$ cat src/rtl/read_74hc165d.sv
// Frame reader for a 74HC165 parallel-in/serial-out shift register.
// Loads the register, clocks out WIDTH bits MSB-first and presents them as a word.
module read_74hc165d #(
  parameter int WIDTH   = 16,
  parameter int CLK_DIV = 2
) (
  input  logic             s_clk,
  input  logic             s_reset_n,
  input  logic             start,
  input  logic             continuous,
  input  logic             data_in,
  output logic             load_n,
  output logic             clk_inh,
  output logic             data_clock,
  output logic [WIDTH-1:0] data_out,
  output logic             data_valid,
  output logic             busy
);

  localparam int PW = (CLK_DIV > 1) ? $clog2(CLK_DIV) : 1;
  localparam int BW = $clog2(WIDTH + 1);

  typedef enum logic [2:0] {
    IDLE,
    LOAD,
    LOW,
    HIGH,
    DONE
  } state_t;

  state_t           state, state_nxt;
  logic [PW-1:0]    phase, phase_nxt;
  logic [BW-1:0]    bits, bits_nxt;
  logic [WIDTH-1:0] shreg, shreg_nxt;
  logic             phase_end;

  assign phase_end = (phase == PW'(CLK_DIV - 1));

  always_comb begin
    state_nxt = state;
    phase_nxt = phase + PW'(1);
    bits_nxt  = bits;
    shreg_nxt = shreg;
    case (state)
      IDLE: begin
        phase_nxt = '0;
        bits_nxt  = '0;
        if (start || continuous) state_nxt = LOAD;
      end
      LOAD: begin
        if (phase_end) begin
          phase_nxt = '0;
          state_nxt = LOW;
        end
      end
      LOW: begin
        // Sample at the end of the low phase so Q7 has settled after the last shift.
        if (phase_end) begin
          phase_nxt = '0;
          shreg_nxt = {shreg[WIDTH-2:0], data_in};
          bits_nxt  = bits + BW'(1);
          state_nxt = (bits_nxt == BW'(WIDTH)) ? DONE : HIGH;
        end
      end
      HIGH: begin
        if (phase_end) begin
          phase_nxt = '0;
          state_nxt = LOW;
        end
      end
      DONE: begin
        phase_nxt = '0;
        bits_nxt  = '0;
        state_nxt = continuous ? LOAD : IDLE;
      end
      default: begin
        phase_nxt = '0;
        bits_nxt  = '0;
        state_nxt = IDLE;
      end
    endcase
  end

  // Outputs are registered from the next state so they align with the state itself.
  always_ff @(posedge s_clk or negedge s_reset_n) begin
    if (!s_reset_n) begin
      state      <= IDLE;
      phase      <= '0;
      bits       <= '0;
      shreg      <= '0;
      load_n     <= 1'b1;
      clk_inh    <= 1'b1;
      data_clock <= 1'b0;
      data_out   <= '0;
      data_valid <= 1'b0;
      busy       <= 1'b0;
    end else begin
      state      <= state_nxt;
      phase      <= phase_nxt;
      bits       <= bits_nxt;
      shreg      <= shreg_nxt;
      load_n     <= (state_nxt != LOAD);
      clk_inh    <= (state_nxt == IDLE) || ((state_nxt == DONE) && !continuous);
      data_clock <= (state_nxt == HIGH);
      data_valid <= (state_nxt == DONE);
      busy       <= (state_nxt == LOAD) || (state_nxt == LOW) || (state_nxt == HIGH);
      if (state_nxt == DONE) data_out <= shreg_nxt;
    end
  end

endmodule

$ cat config.mk
export PLATFORM = sky130hd
export DESIGN_NAME = read_74hc165d
export DESIGN_NICKNAME = d
export VERILOG_FILES = /design/src/rtl/read_74hc165d.sv
export SDC_FILE = /design/constraint.sdc
export NUM_CORES = 1
export LEC_CHECK = 0
export ABC_AREA = 1
export BUFFER_PORTS_ARGS = -buffer_cell sky130_fd_sc_hd__buf_2
export CAP_MARGIN = 20
export CORE_MARGIN = 5
export CORE_UTILIZATION = 55
export DETAILED_ROUTE_END_ITERATION = 12
export GPL_TIMING_DRIVEN = 0
export PLACE_DENSITY_LB_ADDON = 0.15
export RECOVER_POWER = 100
export SYNTH_ARGS = -nofsm -noshare
export SYNTH_HDL_FRONTEND = slang
export SYNTH_SLANG_ARGS = --single-unit
$ cat constraint.sdc
create_clock -name s_clk -period 1.99 [get_ports s_clk]
set_input_delay 0.398 -clock s_clk [delete_from_list [all_inputs] [get_ports s_clk]]
set_output_delay 0.398 -clock s_clk [all_outputs]
set_load 0.02 [all_outputs]
==> run_results.csv, run 1 <==
group,metric,value,unit
outcome,status,"completed",
timing,relSlewSlack,0.453,
min_path,hold_path_startpoint,"data_in",
floorplanning,design.core.area,0.00331,mm^2
timing,maxSlewViolCount,0,
synth,synth.distinct_cells,28,
grt,grt_pass1_vias,1308,
timing,worst_pin_slew,821,ps
floorplanning,rows,21,
grt,top_usage_layer,"met2",
routing,vias,1347,
clock_network,htreeDepth,2,
synth,syn_area,0.00187,mm^2
clock_network,cts-root-buf,"clkbuf_4",
grt,track_usage,0.180,
critical_path,timing.rr.end,"data_out[14]",
power_and_ir_drop,p_comb_frac,0.026,
routing,wl_per_cell,12.4,um
power_and_ir_drop,p_int,1.22,mW
timing,setup_violations,0,
synth,ys_seq_area_frac,0.618,
critical_path,worstPathCellList,"nor3_4 -> inv_1 -> nor2_8 -> inv_4 -> clkbuf_2 -> nand2_1 -> o21ai_2 -> nand2_1 -> nand2_1",
timing,timing.hold.ws,250,ps
synth,avgSynthCellArea,9.48,um^2
routing,vias_per_cell,4.85,
critical_path,end_kind,"register",
timing,rsz0062_at_grt,"false",
cells_and_area,multi_input_area,592,um^2
grt,grt_first_pass_wirelength,6.07,mm
grt,antenna_found_initial,0,
cells_and_area,regArea,0.00115,mm^2
clock_network,clockBufferDepth,2,
clock_network,cts_buffers,5,
grt,met2_usage,0.297,
critical_path,cp_slowest_stage_delay,460,ps
floorplanning,start_util,0.564,
clock_network,cts.sinks,46,
timing,tns,0,ps
power_and_ir_drop,power_density,738,mW/mm^2
timing,finClkSkew,9.51,ps
job,maxCapViolations,0,
critical_path,arrival,2070,ps
clock_network,cts_setup_buffers,0,
grt,met3_usage,0.0542,
synth,synthCells,197,
critical_path,crit_fanout,10,
cells_and_area,drive_above_1_share,0.108,
critical_path,worst-setup-path-type,"reg -> reg",
floorplanning,die_x,68.3,um
power_and_ir_drop,p_sw,327,uW
min_path,holdPathStages,3,
cells_and_area,nets,237,
critical_path,cp.required,2250,ps
critical_path,cp-start-kind,"register",
critical_path,r2r-start,"state[0]",
cells_and_area,final_cell_mix,"nand2_1 (89), dfrtp_1 (44), clkbuf_1 (25)",
timing,hold_violations,0,
grt,grt_overflow,0,
floorplanning,die_y,68.3,um
critical_path,critPathBufInv,3,
cells_and_area,antenna_cells,0,
critical_path,cpMostUsedCell,"nand2_1",
timing,fmax,554,MHz
clock_network,clk-insertion-delay-late,360,ps
critical_path,worstRegToRegCells,9,
place,hpwl,2.36,mm
grt,grt_max_degree,47,
min_path,hold_end,"shreg[0]",
power_and_ir_drop,p_sw_frac,0.211,
power_and_ir_drop,clockPowerShare,0.360,
cells_and_area,n_fill_cell,304,
routing,totalWireLength,3.44,mm
timing,min_period,1800,ps
cells_and_area,area_growth_syn_to_layout,12.6,%
critical_path,reg2reg_setup_slack,190,ps
clock_network,cts_tree,"done",
cells_and_area,instances_no_fill,278,
routing,drcViolationCount,0,
min_path,min_path_type,"in -> reg",
place,placedCellCount,268,
synth,yosysWarnings,0,
place,place.gp.congestion,0.764,
routing,drt-initial-drc-count,80,
clock_network,clkTransAtPathRegs,130,ps
routing,drt_first_pass_iters,4,
critical_path,cpLargestDelayFamily,"simple AND/OR/NAND/NOR gates",
cells_and_area,layout_commonest_cell,"nand2_1",
power_and_ir_drop,ir_drop,616,uV
grt,use_met1,0.220,
routing,ant_nets,0,
timing,fin_crit_sh,0.907,
power_and_ir_drop,pwr-share-seq,0.614,
place,io_buffers,25,
floorplanning,die_area,0.00466,mm^2
power_and_ir_drop,leakagePower,1.11,nW
critical_path,slowest_stage,"dfrtp_1",
floorplanning,ios,26,
synth,synth_nets,203,
synth,synth-seq-cells,46,
## flip-flops by register name, summed over array words and instances, names as in the netlist
register    flops
bits            5
data_out       16
data_clock      1
state           3
busy            1
shreg          16
data_valid      1
clk_inh         1
load_n          1
phase           1
## logic make-up after synthesis
kind of cell | count (synthesis) | synth area share
buffers and inverters | 25 | 0.0630
flip-flops | 46 | 0.618
AND/OR/NAND/NOR | 103 | 0.239
adder cells (fa/ha/maj) | 1 | 0.00670
XOR/XNOR | 1 | 0.00469
AO/OA/AOI/OAI | 21 | 0.0690
## final cells by class
cell class                      count  area share
Multi-Input combinational cell    126       0.282
Timing Repair Buffer               27      0.0536
Buffer                              5      0.0155
Sequential cell                    46       0.549
Tap cell                           46      0.0274
Clock buffer                        7      0.0214
Clock inverter                      1      0.0143
Inverter                           20      0.0375
## repair_timing
action,4_1_cts,5_1_grt
gates resized for setup,0,0
hold endpoints to repair,0,6
hold buffers,0,1
## Yosys cell counts, drive strengths merged
cell	instances	area, um^2
nand2	89	334
o21ai	16	95.1
inv	19	73.8
nor3	2	21.3
clkbuf	1	3.75
a22o	1	8.76
nor2	4	31.3
dfstp	2	52.6
nand3	5	25.0
a21oi	1	5.00
clkinv	1	5.00
ha	1	12.5
nand4	3	33.8
a31oi	1	6.26
xnor2	1	8.76
o211ai	1	7.51
dfrtp	44	1100
buf	4	35.0
o22ai	1	6.26
## metrics by stage
stage / util / instance area, um^2 / total power [mW] / setup WS, ps
6_report: 0.635 / 2100 / 1.55 / 186
5_1_grt: 0.635 / 2100 / 1.62 / 41.7
4_1_cts: 0.642 / 2120 / 1.56 / 212
3_5_place_dp: 0.619 / 2050 / 1.01 / 230
3_3_place_gp: 0.619 / 2050 / 1.01 / 290
2_1_floorplan: - / 1870 / 0.984 / 513
## worst max-delay path by stage
stage,startpoint,end,slack (ps),depth (start not counted)
3_5_place_dp,bits[0],data_out[6],230,8
3_3_place_gp,bits[0],data_out[12],290,7
6_report,state[0],data_out[14],190,9
5_1_grt,state[0],data_out[14],40,9
4_1_cts,bits[0],data_out[6],210,7
2_1_floorplan,bits[0],data_out[10],510,8
## worst reg2reg max path: cells and delay by family (launching register included)
family / cells / cell delay, ps
AND/OR/NAND/NOR: 5 / 720
buffers and inverters: 3 / 470
flip-flops: 1 / 460
AO/OA/AOI/OAI: 1 / 60
## metal layers
metal  wire (um)  share of wire
met2        1710           0.50
met4          59          0.017
met1        1550           0.45
met5           0              0
met3         127          0.037
## power groups by stage
stage          Combinational [mW]  Sequential, mW  Clock, mW
6_report                   0.0405           0.952      0.559
5_1_grt                    0.0488           0.954      0.617
4_1_cts                    0.0415           0.952      0.568
3_5_place_dp               0.0417           0.970          0
3_3_place_gp               0.0396           0.969          0
2_1_floorplan              0.0157           0.969          0
Note: power is estimated with default switching activity, not from simulation.
==> run 2, diff against run 1 <==
==> constraint.sdc (replaced) <==
create_clock -name s_clk -period 1.82 [get_ports s_clk]
set_input_delay 0.364 -clock s_clk [delete_from_list [all_inputs] [get_ports s_clk]]
set_output_delay 0.364 -clock s_clk [all_outputs]
set_load 0.02 [all_outputs]
==> run 2 against run 1 <==
  * Via count grew 2.1%
  * Routed wire length grew 2.3%
  * Non-clock buffer count grew 6
  * Combinational power rose by 12%
  * Critical endpoint unchanged
==> run_results.csv, run 2 (synthesis gave the netlist of run 1 again) <==
group,metric,value,unit
outcome,status,"completed",
cells_and_area,reg_top3,"data_out (16), shreg (16), bits (5)",
timing,fmax,592,MHz
cells_and_area,n_fill_cell,291,
min_path,holdPathStages,3,
power_and_ir_drop,ir_drop,665,uV
grt,grt_max_degree,47,
critical_path,crit_fanout,10,
cells_and_area,drive_above_1_share,0.147,
critical_path,reg2reg_setup_slack,130,ps
critical_path,r2r-start,"bits[0]",
critical_path,worst-setup-path-type,"reg -> reg",
floorplanning,start_util,0.564,
floorplanning,design.core.area,0.00331,mm^2
timing,fin_crit_sh,0.928,
grt,grt_first_pass_wirelength,6.07,mm
critical_path,cp.required,2130,ps
floorplanning,rows,21,
routing,vias_per_cell,4.84,
critical_path,end_kind,"register",
routing,drt_first_pass_iters,4,
timing,setup_violations,0,
cells_and_area,multi_input_area,598,um^2
grt,antenna_found_initial,0,
timing,worst_pin_slew,500,ps
place,place.gp.congestion,0.764,
min_path,hold_end,"shreg[0]",
routing,vias,1375,
floorplanning,die_area,0.00466,mm^2
cells_and_area,final_util,0.654,
cells_and_area,nets,243,
timing,timing.hold.ws,216,ps
routing,drcViolationCount,0,
critical_path,timing.rr.end,"data_out[14]",
clock_network,htreeDepth,2,
routing,ant_nets,0,
cells_and_area,antenna_cells,0,
clock_network,clockBufferDepth,2,
timing,hold_violations,0,
cells_and_area,layout_commonest_cell,"nand2_1",
floorplanning,die_y,68.3,um
timing,maxSlewViolCount,0,
floorplanning,die_x,68.3,um
power_and_ir_drop,leakagePower,1.15,nW
grt,track_usage,0.180,
routing,totalWireLength,3.52,mm
cells_and_area,area_growth_syn_to_layout,16.0,%
min_path,hold_path_startpoint,"data_in",
critical_path,worstRegToRegCells,9,
job,maxCapViolations,0,
timing,min_period,1690,ps
grt,grt_overflow,0,
grt,grt_pass1_vias,1308,
timing,relSlewSlack,0.667,
place,hpwl,2.36,mm
clock_network,cts-root-buf,"clkbuf_4",
power_and_ir_drop,power_density,784,mW/mm^2
routing,wl_per_cell,12.4,um
min_path,min_path_type,"in -> reg",
cells_and_area,final_cell_mix,"nand2_1 (89), dfrtp_1 (44), clkbuf_1 (24)",
clock_network,cts.sinks,46,
cells_and_area,regArea,0.00115,mm^2
critical_path,cp-start-kind,"register",
routing,drt-initial-drc-count,76,
clock_network,cts_buffers,5,
clock_network,cts_tree,"done",
timing,finClkSkew,8.80,ps
clock_network,clk-insertion-delay-late,360,ps
critical_path,arrival,2000,ps
floorplanning,ios,26,
clock_network,clkTransAtPathRegs,130,ps
place,io_buffers,25,
-- run 2: report_power, final --
| group | internal [mW] | switching, mW | total, mW |
|---|---|---|---|
| clock | 0.292 | 0.319 | 0.611 |
| combinational | 0.0124 | 0.0327 | 0.0452 |
| sequential | 1.04 | 0.00554 | 1.04 |
| total | 1.34 | 0.358 | 1.70 |
-- run 2: timing repair --
action / in CTS / in global routing
hold buffers: 0 / 1
buffers inserted: 0 / 6
setup endpoints to repair: 0 / 10
gates resized for setup: 0 / 4
endpoints found under the hold margin: 0 / 6
-- run 2: worst max path at each step --
stage	from	endpoint	slack (ps)	cells after the start
2_1_floorplan	bits[0]	data_out[10]	340	8
3_3_place_gp	bits[0]	data_out[12]	120	7
3_5_place_dp	bits[0]	data_out[6]	60	8
4_1_cts	bits[0]	data_out[6]	40	7
5_1_grt	bits[0]	data_out[13]	-0.5	9
6_report	bits[0]	data_out[14]	130	9
-- run 2: critical path: stages, from the launching register on --
cell,delay (ps)
dfrtp_1,440
ha_1,270
nand3_1,90
nand2_1,50
nand2_1,140
nand4_4,180
inv_4,150
buf_4,190
nand2_1,80
nand2_1,60
-- run 2: layer usage --
metal | vias up | routed length, um | global-route usage | part of all wire
met1 | 647 | 1520 | 0.220 | 0.43
met3 | 6 | 153 | 0.0542 | 0.043
met4 | 0 | 62 | 0.0744 | 0.018
met2 | 22 | 1780 | 0.297 | 0.51
li1 | 700 | - | - | -
met5 | - | 0 | 0 | 0
-- run 2: cell type report --
type,instances,share of cell area
plain buffers,5,0.0185
clock buffers,7,0.0208
clock inverters,1,0.0139
inverters,20,0.0370
multi-input cells,126,0.276
flip-flops and latches,46,0.533
well taps,46,0.0266
repair buffers,33,0.0740
-- run 2: per-stage QoR --
| stage | cell area (um^2) | cells | TNS (ps) | worst slack, ps | total power [mW] |
|---|---|---|---|---|---|
| 3_3_place_gp | 2050 | 268 | 0 | 120 | 1.10 |
| 2_1_floorplan | 1870 | 197 | 0 | 343 | 1.08 |
| 4_1_cts | 2120 | 276 | 0 | 41.7 | 1.71 |
| 5_1_grt | 2160 | 284 | -0.469 | -0.469 | 1.77 |
| 6_report | 2160 | 284 | 0 | 131 | 1.70 |
| 3_5_place_dp | 2050 | 268 | 0 | 59.9 | 1.11 |
==> run 3, diff against run 2 <==
--- a/config.mk
+++ b/config.mk
@@ -8,11 +8,10 @@
 export ABC_AREA = 1
 export BUFFER_PORTS_ARGS = -buffer_cell sky130_fd_sc_hd__buf_2
 export CAP_MARGIN = 20
-export CORE_MARGIN = 5
+export CORE_MARGIN = 4
 export CORE_UTILIZATION = 55
 export DETAILED_ROUTE_END_ITERATION = 12
-export GPL_TIMING_DRIVEN = 0
-export PLACE_DENSITY_LB_ADDON = 0.15
+export PLACE_DENSITY = 0.77
 export RECOVER_POWER = 100
 export SYNTH_ARGS = -nofsm -noshare
 export SYNTH_HDL_FRONTEND = slang
==> run 3 against run 2 <==
  * Routed wire length shrank 4.3%
  * Sequential share of layout area grew 2.6 points
  * Final cell count shrank 3.2%
  * Largest cell class unchanged
==> run_results.csv, run 3 (synthesis gave the netlist of run 1 again) <==
group,metric,value,unit
floorplanning,rows,20,
timing,timing.hold.ws,258,ps
clock_network,cts.sinks,46,
outcome,status,"completed",
clock_network,clkTransAtPathRegs,120,ps
power_and_ir_drop,power_density,797,mW/mm^2
floorplanning,start_util,0.592,
timing,setup_violations,0,
floorplanning,ios,26,
place,hpwl,2.36,mm
critical_path,cp.required,2060,ps
cells_and_area,area_growth_syn_to_layout,10.7,%
power_and_ir_drop,p_sw_frac,0.204,
timing,fin_crit_sh,0.901,
timing,rsz0062_at_grt,"false",
timing,min_period,1640,ps
routing,ant_nets,0,
place,place_area,0.00205,mm^2
critical_path,crit_fanout,19,
routing,drt-initial-drc-count,116,
clock_network,cts_hold_buf,0,
grt,track_usage,0.174,
floorplanning,design.core.area,0.00315,mm^2
timing,relSlewSlack,0.282,
place,io_buffers,25,
critical_path,cp_slowest_stage_delay,430,ps
critical_path,worst-setup-path-type,"reg -> reg",
critical_path,end_kind,"register",
timing,fmax,610,MHz
cells_and_area,nets,236,
power_and_ir_drop,ir_drop,588,uV
power_and_ir_drop,pwr-share-seq,0.633,
power_and_ir_drop,power,1.65,mW
critical_path,slowest_stage,"dfrtp_1",
clock_network,cts_buffers,5,
timing,maxSlewViolCount,0,
critical_path,arrival,1880,ps
timing,finClkSkew,6.04,ps
power_and_ir_drop,p_comb_frac,0.027,
timing,worst_pin_slew,1080,ps
critical_path,cpMostUsedCell,"nand2_1",
routing,totalWireLength,3.37,mm
critical_path,cp-start-kind,"register",
power_and_ir_drop,p_int,1.31,mW
clock_network,clockBufferDepth,2,
cells_and_area,instances_no_fill,275,
floorplanning,die_y,66.3,um
clock_network,htreeDepth,2,
cells_and_area,final_cell_mix,"nand2_1 (89), dfrtp_1 (44), clkbuf_1 (22)",
floorplanning,die_x,66.3,um
cells_and_area,drive_above_1_share,0.117,
routing,drcViolationCount,0,
routing,vias_per_cell,4.86,
cells_and_area,reg_top3,"data_out (16), shreg (16), bits (5)",
min_path,min_path_type,"in -> reg",
power_and_ir_drop,p_sw,335,uW
routing,vias,1337,
grt,grt_first_pass_wirelength,5.72,mm
grt,grt_pass1_vias,1321,
timing,tns,0,ps
grt,antenna_found_initial,0,
place,place.gp.congestion,0.845,
critical_path,worstPathCellList,"nor3_1 -> inv_2 -> nor2_8 -> inv_2 -> nand2_1 -> o21ai_1 -> nand2_1 -> nand2_1",
clock_network,cts_setup_buffers,0,
place,placedCellCount,267,
floorplanning,die_area,0.00439,mm^2
cells_and_area,final_area,0.00207,mm^2
routing,drt_first_pass_iters,4,
grt,grt_max_degree,47,
clock_network,cts_resized,0,
power_and_ir_drop,leakagePower,1.10,nW
cells_and_area,antenna_cells,0,
job,maxCapViolations,0,
routing,wl_per_cell,12.2,um
cells_and_area,layout_commonest_cell,"nand2_1",
clock_network,clk-insertion-delay-late,340,ps
clock_network,cts_tree,"done",
power_and_ir_drop,clockPowerShare,0.340,
grt,grt_overflow,0,
timing,hold_violations,0,
clock_network,cts-root-buf,"clkbuf_4",
run 3: path summary, 6_finish.rpt:
path                           start          end  slack, ps  cells past startpoint
setup / recovery            state[0]  data_out[6]        180                      8
hold / removal               data_in     shreg[0]        260                      3
setup reg to reg            state[0]  data_out[6]        180                      8
hold reg to reg            shreg[15]    shreg[15]        490                      2
max in group asynchronous  s_reset_n  data_out[6]        880                      2
min in group asynchronous  s_reset_n    shreg[14]        280                      2
run 3: through the flow:
step                      utilization  worst slack (ps)
after floorplan                     -               343
after global placement          0.651               350
after detailed placement        0.651               270
after CTS                       0.676               252
after global routing            0.655              64.1
final                           0.655               180
run 3: power groups by stage:
stage          Clock, mW  Sequential, mW  Combinational (mW)
2_1_floorplan          0            1.06              0.0171
3_3_place_gp           0            1.06              0.0452
3_5_place_dp           0            1.06              0.0474
4_1_cts            0.576            1.04              0.0474
5_1_grt            0.630            1.04              0.0543
6_report           0.560            1.04              0.0447
run 3: layout make-up:
class,instances,area [um^2]
timing repair buffer,31,138
fill,274,1090
clock buffer,8,78.8
multi-input combinational,126,566
tap,44,55.1
inverter,20,75.1
sequential,46,1150
run 3: worst max-delay path: cells and delay by family (launching register included):
family	cells	cell delay (ps)
simple gates	5	710
flops	1	430
buf+inv	2	290
compound gates	1	100
run 3: layer usage:
metal | wire length (um) | vias up | track usage
li1 | - | 683 | -
met4 | 49 | 0 | 0.0685
met5 | 0 | - | 0
met3 | 142 | 6 | 0.0612
met2 | 1660 | 29 | 0.281
met1 | 1520 | 619 | 0.212
